==> config.mk <==
export PLATFORM = sky130hd
export DESIGN_NAME = score_keeper
export DESIGN_NICKNAME = d
export VERILOG_FILES = /design/src/rtl/score_keeper.sv
export SDC_FILE = /design/constraint.sdc
export NUM_CORES = 1
export LEC_CHECK = 0
export CAP_MARGIN = 40
export CELL_PAD_IN_SITES_DETAIL_PLACEMENT = 1
export CELL_PAD_IN_SITES_GLOBAL_PLACEMENT = 2
export CORE_MARGIN = 5
export CORE_UTILIZATION = 31
export DETAILED_ROUTE_END_ITERATION = 7
export PLACE_DENSITY = 0.79
export SYNTH_ARGS = -nofsm -noshare
export SYNTH_HDL_FRONTEND = slang
export SYNTH_SLANG_ARGS = --single-unit
==> constraint.sdc <==
create_clock -name clk -period 3.1 [get_ports clk]
set_clock_uncertainty 0.2 [all_clocks]
set_input_delay 0.465 -clock clk [delete_from_list [all_inputs] [get_ports clk]]
set_output_delay 0.465 -clock clk [all_outputs]
set_load 0.01 [all_outputs]
==> src/rtl/score_keeper.sv <==
// score_keeper: turns Tetris line-clear events into a saturating 0..99 score.
// The score is then converted into two BCD digits by repeated subtraction.
// The digits only change when a conversion completes, so the overlay never
// shows a half-converted value.
//
// Ports:
//   clk          system clock (shared with the VGA pixel-address logic)
//   resetn       asynchronous active-low reset
//   game_start   synchronous clear of score/digits, overrides everything
//   clear_valid  line-clear event request (held by requester until accepted)
//   clear_lines  lines cleared by the event, 1..4 meaningful
//   clear_ready  high only when idle; an event is accepted on valid && ready
//   score        binary score, zero-extended to 32 bits
//   digit1       tens digit (BCD)
//   digit0       ones digit (BCD)
//   score_update one-cycle pulse when digit1/digit0 take a new value
module score_keeper #(
  parameter int unsigned SCORE_MAX = 99
) (
  input  logic        clk,
  input  logic        resetn,
  input  logic        game_start,
  input  logic        clear_valid,
  input  logic [2:0]  clear_lines,
  output logic        clear_ready,
  output logic [31:0] score,
  output logic [3:0]  digit1,
  output logic [3:0]  digit0,
  output logic        score_update
);

  localparam logic [7:0] ScoreMax = 8'(SCORE_MAX);

  typedef enum logic [1:0] {StIdle, StAdd, StConv} state_e;

  state_e     state_q, state_d;
  logic [3:0] points_q;
  logic [7:0] score_q;
  logic [7:0] rem_q;
  logic [3:0] tens_q;
  logic [3:0] digit1_q, digit0_q;
  logic       update_q;

  logic       accept;
  logic [3:0] points;
  logic [7:0] sum;
  logic [7:0] sum_sat;

  // Point table; illegal counts score nothing but still run a conversion.
  always_comb begin
    unique case (clear_lines)
      3'd1:    points = 4'd1;
      3'd2:    points = 4'd3;
      3'd3:    points = 4'd5;
      3'd4:    points = 4'd8;
      default: points = 4'd0;
    endcase
  end

  assign accept  = clear_valid && clear_ready;
  // score_q <= 99 and points <= 8, so the 8-bit sum cannot wrap.
  assign sum     = score_q + {4'd0, points_q};
  assign sum_sat = (sum > ScoreMax) ? ScoreMax : sum;

  // State register.
  always_ff @(posedge clk or negedge resetn) begin
    if (!resetn) begin
      state_q <= StIdle;
    end else begin
      state_q <= state_d;
    end
  end

  // Next-state logic.
  always_comb begin
    state_d = state_q;
    if (game_start) begin
      state_d = StIdle;
    end else begin
      unique case (state_q)
        StIdle:  if (clear_valid) state_d = StAdd;
        StAdd:   state_d = StConv;
        StConv:  if (rem_q < 8'd10) state_d = StIdle;
        default: state_d = StIdle;
      endcase
    end
  end

  // Output decode.
  always_comb begin
    clear_ready = (state_q == StIdle);
  end

  // Datapath.
  always_ff @(posedge clk or negedge resetn) begin
    if (!resetn) begin
      points_q <= '0;
      score_q  <= '0;
      rem_q    <= '0;
      tens_q   <= '0;
      digit1_q <= '0;
      digit0_q <= '0;
      update_q <= 1'b0;
    end else begin
      update_q <= 1'b0;
      if (game_start) begin
        score_q  <= '0;
        rem_q    <= '0;
        tens_q   <= '0;
        digit1_q <= '0;
        digit0_q <= '0;
      end else begin
        unique case (state_q)
          StIdle: begin
            if (accept) points_q <= points;
          end
          StAdd: begin
            score_q <= sum_sat;
            rem_q   <= sum_sat;
            tens_q  <= '0;
          end
          StConv: begin
            if (rem_q >= 8'd10) begin
              rem_q  <= rem_q - 8'd10;
              tens_q <= tens_q + 4'd1;
            end else begin
              digit1_q <= tens_q;
              digit0_q <= rem_q[3:0];
              update_q <= 1'b1;
            end
          end
          default: ;
        endcase
      end
    end
  end

  assign score        = {24'd0, score_q};
  assign digit1       = digit1_q;
  assign digit0       = digit0_q;
  assign score_update = update_q;

endmodule

==> results.yml <==
layout:
  drive_above_1_share_pct: 11.3
  seq_area_um2: 876
  multi_input_area_um2: 1240
  fillCellCount: 865
  syn2layout_area_growth_pct: 15.1
  layout.nets: 279
  diodes: 0
routing:
  first_pass_iters: 4
  routedWlPerCell_um: 15.5
  vias: 1816
  viasPerCell: 4.98
  antenna_left: 0
  drcViolationCount: 0
  wirelength_um: 5660
  drt_iter0_markers: 46
clock_tree:
  numCtsBuffers: 5
  cts_sinks: 35
  clockBufferDepth: 2
  cts.root.buffer_cell: "clkbuf_8"
  hold_buffers: 0
  clk_pin_slew_ns: 0.08
  cts_resized: 0
  cts_tree: "done"
  cts_max_level: 2
  clk_latency_ns: 0.29
  cts_setup_buffers: 0
die:
  dieArea_um2: 9290
  initial_core_util_pct: 31.9
  rows: 31
  die_w_um: 96.4
  io_pins: 49
  die_h_um: 96.4
  core_area_um2: 7250
placed_design:
  dp_hpwl_um: 4160
  io_buffer_count: 24
  place_worst_setup_slack_ns: 0.401
  gp_congestion: 0.806
logic_synthesis:
  synth_ff_type: "dfrtp_1"
  syn_area_per_cell_um2: 9.64
  synth-async-reset-ratio_pct: 100
  ys_ff_latch: 35
  yosysWarnings: 0
  synth_edf_count: 0
  synth_top_area_share_pct: 37.9
  synth_top_area_cell: "dfrtp_1"
  synth_area_um2: 2310
  syn_inst: 240
  yosysMostFrequentCell: "dfrtp_1"
  yosys-top-cells-area: "dfrtp_1, buf_4, ha_1"
  yosysSeqAreaShare_pct: 37.9
  synth_cell_types: 64
  synthTopCellsByCount: "dfrtp_1, buf_4, nor2_1"
sta:
  post-route-min-period_ns: 2.71
  slew_headroom_pct: 56.3
  period_share_pct: 87.3
  hold_violations: 0
  rsz0062_at_grt: "no"
  fin_ws_ns: 0.392
  setup_tns_ns: 0
  slew_viol_final: 0
  setup_viol: 0
  max_freq_mhz: 369
  worstMarginPinSlew_ns: 0.639
  holdWs_ns: 0.295
worst_setup_path:
  setup.worst_path.class: "reg -> reg"
  crit_required_ns: 3.10
  crit_arrival_ns: 2.71
  cp-start-kind: "flop"
  critPathCaptureType: "flop"
  path_max_fanout: 5
power_and_ir_drop:
  p_leak_nw: 1.16
  power_density_nw_per_um2: 391
  peakVddDrop_v: 0.000196
  power_mw: 1.04
job:
  cap_violations: 0
grt:
  grt_antenna_before_repair: 0
  grt_pass1_wl_um: 9100
  met1_usage_pct: 17.2
  grt_usage_pct: 12.6
  grt_overflow: 0
  grt_use_met2_pct: 20.8
  grt_max_degree: 36
  grt_use_met3_pct: 2.71
  top_usage_layer: "met2"
  grt_pass1_vias: 1841
worst_hold_path:
  hold_path_class: "reg -> reg"
run_status:
  status: "complete, no violations"
-- layout make-up --
class	instances	share of cell area (%)
well taps	99	4.65
clock buffers	5	2.58
clock inverters	3	1.64
inverters	7	0.986
multi-input cells	186	46.5
repair buffers	30	10.7
flip-flops and latches	35	32.9
-- through the flow --
step | cells | cell area [µm²] | util (%)
2_1_floorplan | 263 | 2400 | -
3_3_place_gp | 357 | 2550 | 35.2
3_5_place_dp | 357 | 2550 | 35.2
4_1_cts | 365 | 2660 | 36.7
5_1_grt | 365 | 2660 | 36.7
6_report | 365 | 2660 | 36.7
-- critical path, stage by stage, from the launching register on --
cell and delay (ns):
dfrtp_1 0.40, ha_1 0.26, fa_1 0.45, a211oi_1 0.35
nor3_2 0.12, and3_1 0.23, or3_4 0.35, o32ai_2 0.26
-- flip-flops by register name, indices dropped and copies added (netlist names) --
name and cells:
tens_q 4, digit1 4, score_update 1, points_q 4, digit0 4, state_q 2, score_q 8, rem_q 8
-- cell usage in the layout (no fill, tap or decap), types with 3 or more instances in the layout --
cell type,n
mux2i_1,4
nor2_1,16
o21ai_0,13
a22oi_1,3
nand2_1,12
o31ai_1,3
nand2b_1,3
o41ai_1,3
a22o_1,8
o21bai_1,4
clkbuf_8,5
o211ai_1,4
nor2b_1,4
nor3_1,8
inv_1,7
clkdlybuf4s50_1,24
xor2_1,4
nand3_1,6
buf_4,6
ha_1,6
a311oi_1,3
conb_1,24
a21oi_1,5
nand3b_1,6
dfrtp_1,35
-- routing by layer --
| metal | vias up | wire length, µm |
|---|---|---|
| met1 | 904 | 2710 |
| met4 | 0 | 21 |
| met2 | 29 | 2750 |
| met5 | - | 0 |
| met3 | 2 | 178 |
| li1 | 881 | - |
-- power by group --
part,total (mW),switching (mW),internal (mW)
Clock,0.425,0.186,0.240
Combinational,0.134,0.0848,0.0489
Sequential,0.483,0.0139,0.469
Total,1.04,0.284,0.758
-- final timing paths --
kind	endpoint	start	slack [ns]	cells past startpoint
worst max-delay path	rem_q[3]	score_q[0]	0.39	7
worst min-delay path	points_q[0]	points_q[0]	0.30	2
worst max register to register	rem_q[3]	score_q[0]	0.39	7
worst min register to register	points_q[0]	points_q[0]	0.30	2
max in group asynchronous	points_q[1]	resetn	1.97	2
min in group asynchronous	tens_q[1]	resetn	0.39	2
-- cell families (layout without fill, tap and decap cells) --
logic type,count (synthesis),after routing,share of synthesized area [%]
compound gates,71,71,23.3
buf+inv,42,45,12.3
flops,35,35,37.9
fa+ha+maj,7,7,4.11
simple gates,73,73,17.8
other cells,1,24,0.162
xor+xnor,6,6,2.27
mux,5,5,2.22
No activity file was read; power rests on OpenSTA's default activity.
